===== config.mk =====
export PLATFORM = sky130hd
export DESIGN_NAME = out_buf_sched_flat
export DESIGN_NICKNAME = d
export VERILOG_FILES = /design/src/rtl/out_buf_sched_if.sv /design/src/rtl/out_buf_sched.sv /design/src/flat_wrapper.sv
export SDC_FILE = /design/constraint.sdc
export NUM_CORES = 1
export LEC_CHECK = 0
export CORE_UTILIZATION = 50
export DETAILED_ROUTE_END_ITERATION = 7
export GPL_TIMING_DRIVEN = 0
export PLACE_DENSITY = 0.69
export SETUP_SLACK_MARGIN = 0.2
export SLEW_MARGIN = 30
export SYNTH_ARGS = -nofsm -noshare
export SYNTH_HDL_FRONTEND = slang
export SYNTH_SLANG_ARGS = --single-unit

===== constraint.sdc =====
create_clock -name clk -period 4.81 [get_ports clk]
set_clock_uncertainty 0.15 [all_clocks]
set_input_delay 0.481 -clock clk [delete_from_list [all_inputs] [get_ports clk]]
set_output_delay 0.481 -clock clk [all_outputs]
set_load 0.03 [all_outputs]

===== src/rtl/out_buf_sched_if.sv =====
// Handshake bundle between the accumulator stage, the output buffer scheduler
// and the downstream output register.
interface out_buf_sched_if #(
    parameter int N     = 8,
    parameter int DEPTH = 8
) ();
    localparam int CW = $clog2(DEPTH + 1);

    logic          in_valid;
    logic          in_ready;
    logic [N-1:0]  in_data;
    logic          flush;
    logic          out_valid;
    logic          out_ready;
    logic [N-1:0]  out_data;
    logic          out_last;
    logic          s;
    logic          busy;
    logic [CW-1:0] count;

    modport master (
        output in_valid, in_data, flush, out_ready,
        input  in_ready, out_valid, out_data, out_last, s, busy, count
    );

    modport slave (
        input  in_valid, in_data, flush, out_ready,
        output in_ready, out_valid, out_data, out_last, s, busy, count
    );
endinterface


===== src/rtl/out_buf_sched.sv =====
// Batch output buffer: fills up to DEPTH words, then drains them in order with
// a valid/ready handshake and a per-word shift strobe for the output register.
module out_buf_sched #(
    parameter int N     = 8,
    parameter int DEPTH = 8
) (
    input  logic           clk,
    input  logic           rst,
    out_buf_sched_if.slave bus
);
    localparam int CW = $clog2(DEPTH + 1);
    localparam int AW = $clog2(DEPTH);

    typedef enum logic [1:0] {
        IDLE  = 2'd0,
        FILL  = 2'd1,
        DRAIN = 2'd2
    } state_t;

    state_t        state_reg;
    logic [CW-1:0] wr_ptr_reg;
    logic [CW-1:0] rd_ptr_reg;
    logic [CW-1:0] len_reg;
    logic [N-1:0]  mem [DEPTH];

    logic          in_ready;
    logic          out_valid;
    logic          out_last;
    logic          in_acc;
    logic          out_acc;
    logic [CW-1:0] wr_ptr_next;

    // Handshake flags come from registered state only; s is the lone combinational output.
    assign in_ready    = (state_reg != DRAIN);
    assign out_valid   = (state_reg == DRAIN);
    assign out_last    = out_valid && (rd_ptr_reg == len_reg - CW'(1));
    assign in_acc      = bus.in_valid && in_ready;
    assign out_acc     = out_valid && bus.out_ready;
    assign wr_ptr_next = wr_ptr_reg + CW'(in_acc);

    assign bus.in_ready  = in_ready;
    assign bus.out_valid = out_valid;
    assign bus.out_last  = out_last;
    assign bus.out_data  = mem[rd_ptr_reg[AW-1:0]];
    assign bus.s         = out_acc;
    assign bus.busy      = (state_reg != IDLE);
    assign bus.count     = (state_reg == DRAIN) ? (len_reg - rd_ptr_reg) : wr_ptr_reg;

    // wr_ptr is cleared on every return to IDLE, so it addresses buf[0] there too.
    for (genvar gi = 0; gi < DEPTH; gi++) begin : g_entry
        always_ff @(posedge clk) begin
            if (in_acc && wr_ptr_reg == CW'(gi)) begin
                mem[gi] <= bus.in_data;
            end
        end
    end

    always_ff @(posedge clk) begin
        if (rst) begin
            state_reg  <= IDLE;
            wr_ptr_reg <= '0;
            rd_ptr_reg <= '0;
            len_reg    <= '0;
        end else begin
            unique case (state_reg)
                IDLE: begin
                    if (in_acc) begin
                        wr_ptr_reg <= CW'(1);
                        state_reg  <= FILL;
                    end
                end
                FILL: begin
                    wr_ptr_reg <= wr_ptr_next;
                    if (wr_ptr_next == CW'(DEPTH) || bus.flush) begin
                        len_reg    <= wr_ptr_next;
                        rd_ptr_reg <= '0;
                        state_reg  <= DRAIN;
                    end
                end
                DRAIN: begin
                    if (out_acc) begin
                        if (out_last) begin
                            wr_ptr_reg <= '0;
                            rd_ptr_reg <= '0;
                            len_reg    <= '0;
                            state_reg  <= IDLE;
                        end else begin
                            rd_ptr_reg <= rd_ptr_reg + CW'(1);
                        end
                    end
                end
                default: state_reg <= IDLE;
            endcase
        end
    end
endmodule

===== src/flat_wrapper.sv =====
// flat-port wrapper written by rule: the top's interface ports become plain ports
module out_buf_sched_flat 
#(
    parameter int N     = 8,
    parameter int DEPTH = 8
)
  (clk, rst, bus_in_valid, bus_in_data, bus_flush, bus_out_ready, bus_in_ready, bus_out_valid, bus_out_data, bus_out_last, bus_s, bus_busy, bus_count);
  out_buf_sched_if #(.N(N), .DEPTH(DEPTH)) bus_i ();
  input  logic clk;
  input  logic rst;
  input wire logic [$bits(bus_i.in_valid)-1:0] bus_in_valid;
  input wire logic [$bits(bus_i.in_data)-1:0] bus_in_data;
  input wire logic [$bits(bus_i.flush)-1:0] bus_flush;
  input wire logic [$bits(bus_i.out_ready)-1:0] bus_out_ready;
  output wire logic [$bits(bus_i.in_ready)-1:0] bus_in_ready;
  output wire logic [$bits(bus_i.out_valid)-1:0] bus_out_valid;
  output wire logic [$bits(bus_i.out_data)-1:0] bus_out_data;
  output wire logic [$bits(bus_i.out_last)-1:0] bus_out_last;
  output wire logic [$bits(bus_i.s)-1:0] bus_s;
  output wire logic [$bits(bus_i.busy)-1:0] bus_busy;
  output wire logic [$bits(bus_i.count)-1:0] bus_count;
  assign bus_i.in_valid = bus_in_valid;
  assign bus_i.in_data = bus_in_data;
  assign bus_i.flush = bus_flush;
  assign bus_i.out_ready = bus_out_ready;
  assign bus_in_ready = bus_i.in_ready;
  assign bus_out_valid = bus_i.out_valid;
  assign bus_out_data = bus_i.out_data;
  assign bus_out_last = bus_i.out_last;
  assign bus_s = bus_i.s;
  assign bus_busy = bus_i.busy;
  assign bus_count = bus_i.count;
  out_buf_sched #(.N(N), .DEPTH(DEPTH)) u_core (.clk(clk), .rst(rst), .bus(bus_i));
endmodule

---- Word level (Yosys, flattened, before mapping) ----
Memories as Yosys holds them, arrays and structs flattened. A register that Yosys moved wholly into a read port is not among the register bits.
Index checks and enable logic that the tools add are counted.
word-level totals
  bits in registers ....................... 14
  input port bits ......................... 13
  logic and storage cells ................. 108
  memory bits (writable) .................. 64
  output and inout port bits .............. 17
  memories kept ........................... 1
operators by class
  add/subtract/negate cells ............... 4
  multiplexer cells ....................... 55
  equal/unequal tests ..................... 16
  reductions and logical operators ........ 28
memories
  memory      words  bits a word  read ports  clocked after Yosys merged registers in  write ports  line                 source
  u_core.mem  8      8            1           1                                        1            out_buf_sched.sv:24  logic [N-1:0] mem [DEPTH];
operator list
  cell                                                                      count
  8-bit two-way mux                                                         7
  8-bit OR reduction                                                        7
  4-bit two-way mux                                                         8
  3-bit two-way mux                                                         9
  1-bit two-way mux                                                         23
  4-bit by 3-bit equality test with 1-bit output (second input constant)    4
  4-bit one-hot mux with 2 select lines                                     2
  4-bit one-hot mux with 3 select lines                                     1
  4-bit AND reduction                                                       3
  1-bit logical AND                                                         11
  4-bit by 2-bit equality test with 1-bit output (second input constant)    2
  2-bit two-way mux                                                         4
  2-bit inequality test (second input constant)                             3
  2-bit one-hot mux with 3 select lines                                     1
  4-bit by 1-bit adder with 4-bit output                                    1
  4-bit by 1-bit adder with 4-bit output (second input constant)            1
  4-bit by 1-bit equality test with 1-bit output (second input constant)    1
  4-bit equality test                                                       1
  4-bit equality test (second input constant)                               1
  4-bit zero test                                                           1
  2-bit by 1-bit inequality test with 1-bit output (second input constant)  2
  2-bit nonzero test                                                        2
  4-bit by 1-bit subtractor with 4-bit output (second input constant)       1
  4-bit subtractor                                                          1
  6 further kinds                                                           6

---- Logic depth before layout (Yosys ltp) ----
Gate-level depths: netlist of run 1.
  word-level depth ........................ 13
  gate-level depth with buffers ........... 13
  gate-level depth less buffers ........... 12

---- Least setup slack after synthesis of run 1 ----
Ideal clock, no wire load.
  kind .................................... register to register
  start ................................... register u_core.state_reg[0]
  end ..................................... register u_core.rd_ptr_reg[3]
  library setup time ...................... 74 ps
  period minus slack after synthesis ...... 3,049 ps
  arrival time ............................ 2,825 ps
  data required time ...................... 4,586 ps
  path slack .............................. 1,761 ps
  cell stages (with the launch flop) ...... 13
  buffers on the path ..................... 0
  cell sequence ........................... dfxtp_1 -> inv_1 -> ha_1 -> inv_1 -> nand2_1 -> inv_1 -> ha_1 -> ha_1 -> nor2_1 -> a21boi_0 -> a211o_1 -> or4_1 -> a31oi_1
on the way
  elaborated cells between the ends (all ways) .. 16
  classes of those cells .................. add/sub: 1; eq/ne: 6; mux: 3; reduce/logical: 6
RTL lines
  item                                   line                 source
  from (decl)                            out_buf_sched.sv:20  state_t state_reg;
  from (signal assigned)                 out_buf_sched.sv:60  state_reg <= IDLE;
  from (signal assigned)                 out_buf_sched.sv:69  state_reg <= FILL;
  from (signal assigned)                 out_buf_sched.sv:77  state_reg <= DRAIN;
  2-bit equality test *                  out_buf_sched.sv:35  assign out_valid = (state_reg == DRAIN);
  net bus_out_valid                      flat_wrapper.sv:16   output wire logic [$bits(bus_i.out_valid)-1:0] bus_out_valid;
  1-bit logical AND                      out_buf_sched.sv:36  assign out_last = out_valid && (rd_ptr_reg == len_reg - CW'(1));
  4-bit two-way mux                      out_buf_sched.sv:82  if (out_last) begin
  4-bit two-way mux                      out_buf_sched.sv:81  if (out_acc) begin
  4-bit one-hot mux with 2 select lines  out_buf_sched.sv:65  unique case (state_reg)
  to (signal assigned)                   out_buf_sched.sv:88  rd_ptr_reg <= rd_ptr_reg + CW'(1);
  to (decl)                              out_buf_sched.sv:22  logic [CW-1:0] rd_ptr_reg;
Mark *: on every way through the listed nets, which the timed path passes. The rest lies on a longest branch. The select of a mux whose other input is x is not followed.
A chain may end at the register's enable or synchronous reset.

==> results of run 1 <==
per-stage QoR:
step / cells / worst slack, ns / hold slack (ns) / utilization, % / power, uW
floorplan: 239 / 1.761 / 0.3112 / - / 1153
global placement: 363 / 1.577 / 0.3308 / 58.15 / 1303
detailed placement: 365 / 1.669 / 0.3422 / 58.52 / 1308
CTS: 381 / 1.276 / 0.3546 / 61.83 / 1855
global route: 381 / 1.165 / 0.3819 / 61.83 / 1933
finish: 381 / 1.300 / 0.3539 / 61.83 / 1849
final timing paths:
check | to | cells after the start
max | bus_out_data[4] | 5
min | u_core.len_reg[3] | 2
max reg2reg | u_core.len_reg[2] | 13
min reg2reg | u_core.len_reg[3] | 2
final cells by class:
cell class	count	area, sq um	share of cell area, %
timing repair buffer	30	295.3	6.991
tap	96	120.1	2.844
clock inverter	7	102.6	2.429
sequential	81	2262	53.55
buffer	10	43.79	1.037
inverter	10	37.54	0.8886
multi-input combinational	138	1239	29.32
clock buffer	9	123.9	2.932
cell usage after synthesis, drive strengths merged, types with 2 or more instances:
master | n | share of area, %
a21oi | 18 | 2.5
a31oi | 3 | 0.53
buf | 8 | 1.0
clkbuf | 2 | 0.21
dfxtp | 17 | 9.5
edfxtp | 64 | 54
ha | 12 | 4.2
inv | 10 | 1.1
mux2 | 10 | 3.2
mux2i | 2 | 0.56
mux4 | 16 | 10
nand2 | 8 | 0.84
nand2b | 9 | 1.6
nand3 | 6 | 0.84
nor2 | 11 | 1.2
nor3 | 3 | 0.42
o21ai | 8 | 1.1
or3 | 6 | 1.1
or4 | 3 | 0.63
xnor2 | 4 | 1.2
xor2 | 5 | 1.2
metal layers:
metal,vias to the layer above,routed length (microns),GRT usage [%]
met2,49,3356,34.13
li1,995,-,-
met1,1041,2997,25.57
met4,0,93,6.515
met5,-,0,0
met3,9,320,5.619
kinds of logic (layout without fill, tap and decap cells):
group	Yosys count	count (layout)	synth area share [%]
mux	28	28	13.80
compound gates	36	36	5.745
xor+xnor	9	9	2.417
buf+inv	20	66	2.277
flops	81	81	63.33
fa+ha+maj	13	13	4.763
simple gates	52	52	7.671
worst reg2reg max path: stages (launching register included):
cell and delay (ns):
dfxtp_1 0.35, inv_1 0.11, ha_1 0.28, inv_1 0.16
nand2_1 0.13, inv_1 0.05, ha_1 0.19, ha_1 0.19
xnor2_1 0.25, a21boi_0 0.19, a211o_1 0.30, buf_2 0.19
or3_1 0.32, a21oi_1 0.15
power groups by stage:
stage	registers, uW	clock network [uW]	logic [uW]
3_5_place_dp	846	0	462
3_3_place_gp	844	0	458
6_report	832	555	462
5_1_grt	835	590	508
2_1_floorplan	838	0	316
4_1_cts	831	558	466
==> metrics.txt, run 1 <==
WP data arrival 2.88 ns; via count 2094; Die Height between 80 and 90 microns; Yosys warning total 0; Worst Path Required 4.18 ns; nature of the critical path endpoint output port; Most flops, register u_core.mem; layout cell share with drive strength beyond 1 18.25%; cell area after layout 0.004224 sq mm; share of the yosys chip area belonging to registers 63.33%; total of max-cap violations 0; Final Max Slew Viols 0; CTS Sinks 81; # setup viols final 0; Critical Path Source Type register; status finished, final reports clean; Detailed Routing Iterations Pass 1 4; Max clock buf depth 2; highest clock rate 284.9 MHz; number of global-route vias before repair 2173; Ports 30; dpl hpwl 4.531 mm; CP Max Fanout 10; post-CTS setup buffers 0; final period utilization 72.98%; RSZ-0062 raised after global routing false; placed cell area 0.003998 sq mm; post-synth cell types 37; TritonCTS clock tree done; Die X 86.53 microns; CP max stage delay 0.60 ns; area of the mapped netlist ~0.0036 sq mm; synthesized net count 265; initial antenna violation count 0; Post-DRT Antenna Nets 0; DRC errors left 0; reg-to-reg slack, setup 1.75 ns; commonest non-fill, non-tap cell in the layout edfxtp_1; Worst path slowest cell clkdlybuf4s50_1; CTS Hold Bufs 0; Routed WL per cell 17.76 microns; GRT overflow 0; clock power share 30.0%; post-route setup TNS 0 ns; worst r2r src u_core.state_reg[0]; gr usage total between 20 and 25%; H-tree levels 3; Slew HR 33.54%; min cycle time layout 3.510 ns; Flop pwr share 45.0%; area delta synth->final 18.25%; Synth Instances 239; number of diodes 0; Switching Share 29.82%; Via density 5.496; Nets 306; worst-margin pin slew 0.9932 ns; buffers added on ports 28; Primary FF master, synth edfxtp_1; most frequent cells in the layout 64 x edfxtp_1, 28 x clkdlybuf4s50_1, 18 x a21oi_1; largest net degree at the start of global routing 16; combinational share of power 25.0%; crit-path cells buf_1, clkbuf_1, mux4_2, mux2_2, clkdlybuf4s50_1; CP bufs+invs 3; CTS Buf Count 9; max FFs per register 64; ratio of total power to cell area 437.7 mW/mm^2; flip-flop and latch count after synthesis roughly 80; Final Hold Fails 0; post_cts resized 0; syn avg cell area around 15 sq um; first-pass GRT wire length 10.94 mm; IR drop worst, VDD 0.2595 mV; CP top delay family buffers and inverters; Die Area 0.007487 sq mm; Root Buffer clkbuf_8; Post-synth EDFFs 64; num rows 30; Initial Util 52.29%; global placer's final weighted congestion 0.8098; core area 0.006832 sq mm; # fillers 535; clk_lat worst skew 0.35 ns; Worst-path clk slew approximately 0.09 ns; Lkg Pwr between 0.001 and 0.0015 uW; internal power 1297 uW; Hold Crit Class register to register; critical path type register to output port; 1st-iter DRT viols 135; Routed WL just under 7 mm; Hold Startpoint u_core.len_reg[3]; ys async rst share 0%; NetSw around 550 uW
Note: power is estimated with default switching activity, not from simulation.
==> inputs of run 2 (changes only) <==
==> constraint.sdc (replaced) <==
create_clock -name clk -period 3.25 [get_ports clk]
set_clock_uncertainty 0.15 [all_clocks]
set_input_delay 0.325 -clock clk [delete_from_list [all_inputs] [get_ports clk]]
set_output_delay 0.325 -clock clk [all_outputs]
set_load 0.03 [all_outputs]
==> metrics.txt, run 2 (synthesis results as in run 1) <==
status finished, final reports clean; Final Hold Fails 0; initial antenna violation count 0; CP Max Fanout 3; number of global-route vias before repair about 2200; ratio of total power to cell area 641.1 mW/mm^2; area delta synth->final 19.23%; # fillers 530; Lkg Pwr 0.001456 uW; 1st-iter DRT viols 125; combinational share of power 24.8%; Root Buffer clkbuf_8; CTS Buf Count 9; Detailed Routing Iterations Pass 1 4; Fin Hold WS 0.2743 ns; Post-DRT Antenna Nets 0; Slew HR 32.54%; Worst-path clk slew 0.09 ns; post-route setup TNS 0 ns; nature of the critical path endpoint output port; dpl hpwl roughly 4.5 mm; CTS Sinks 81; Routed WL 6.794 mm; worst r2r src u_core.state_reg[0]; Total Power 2730 uW; Final Max Slew Viols 0; final core utilization roughly 62%; Hold Crit Class input pin to register; max FFs per register 64; global placer's final weighted congestion 0.8098; most frequent cells in the layout 64 x edfxtp_1, 19 x clkdlybuf4s50_1, 18 x a21oi_1; total of max-cap violations 0; clock power share 30.1%; first-pass GRT wire length 10.94 mm; Initial Util 52.29%; layout cell share with drive strength beyond 1 19.65%; Flop pwr share 45.1%; commonest non-fill, non-tap cell in the layout edfxtp_1; Most flops, register u_core.mem; Die X 86.53 microns; WP data arrival 2.39 ns; TritonCTS clock tree done; Die Area 0.007487 sq mm; H-tree levels 3; # setup viols final 0; min cycle time layout 2.863 ns; via count around 2100; final period utilization 88.09%; DRC errors left 0; Routed WL per cell between 15 and 20 microns; Critical Path Source Type register; core area 0.006832 sq mm; largest net degree at the start of global routing 16; post-CTS setup buffers 0; critical path type register to output port; NetSw ~820 uW; Via density 5.496; Nets 306; crit-path cells inv_1, ha_1, fa_1, xnor2_1, mux2_2, clkdlybuf4s50_1; Worst Path Required 2.77 ns; CP max stage delay 0.66 ns; worst-margin pin slew 1.008 ns; num rows 30; internal power around 1900 uW; IR drop worst, VDD 0.3813 mV; Worst path slowest cell clkdlybuf4s50_1; crit path from u_core.len_reg[0]; Switching Share 29.92%; Max clock buf depth 2; Hold Startpoint rst; Die Height just under 90 microns; number of diodes 0; RSZ-0062 raised after global routing false; buffers added on ports 28; Ports 30; gr usage total between 20% and 30%; GRT overflow 0; highest clock rate about 350 MHz; clk_lat worst skew approximately 0.34 ns
## run 2: cell count changes in the layout (fill, tap and decap cells not counted), sizes merged
cell	before	now
clkdlybuf4s50	28	19
dlygate4sd2	0	5
dlymetal6s2s	0	4
buf	10	9
clkbuf	11	12
## run 2: power by group through the flow
| stage | logic [uW] | clock network, uW | registers [uW] |
|---|---|---|---|
| floorplan | 467 | 0 | 1240 |
| detailed placement | 684 | 0 | 1250 |
| CTS | 681 | 826 | 1230 |
| global route | 747 | 872 | 1240 |
| global placement | 678 | 0 | 1250 |
| finish | 678 | 821 | 1230 |
## run 2: layout make-up
type	count	area [sq um]	area share (%)
clock buffers	9	123.9	2.908
well taps	96	120.1	2.820
multi-input cells	138	1259	29.55
repair buffers	30	299.0	7.021
clock inverters	7	102.6	2.409
inverters	10	37.54	0.8813
flip-flops and latches	81	2262	53.11
plain buffers	10	55.05	1.293
## run 2: metal layers
metal	up-vias	part of all wire, %	track usage, %
met4	0	0.91	6.515
met1	1051	45	25.57
met5	-	0	0
li1	996	-	-
met3	4	4.1	5.619
met2	43	50	34.13
## run 2: worst max-delay path, delay by kind of cell (launching register included)
family                   cells  cell delay [ns]
buffers and inverters        2             0.74
adder cells (fa/ha/maj)      2             0.62
flip-flops                   1             0.36
XOR/XNOR                     1             0.18
multiplexers                 1             0.16
## run 2: final timing paths
| kind | to | slack [ns] | cells past startpoint |
|---|---|---|---|
| worst max-delay path | bus_count[2] | 0.39 | 6 |
| worst min-delay path | u_core.rd_ptr_reg[2] | 0.27 | 2 |
| worst max register to register | u_core.len_reg[2] | 0.43 | 13 |
| worst min register to register | u_core.len_reg[0] | 0.36 | 2 |
## run 2: timing repair
action,CTS,global route
hold buffers,0,0
setup endpoints to repair,10,14
gates resized for setup,10,8
pin swaps,0,0
## run 2: through the flow
step	cell area, sq um	std cells	worst slack (ns)
2_1_floorplan	3572	239	0.2007
3_3_place_gp	3973	363	0.01740
3_5_place_dp	3998	365	0.2049
4_1_cts	4229	381	0.2028
5_1_grt	4259	381	0.2126
6_report	4259	381	0.3869
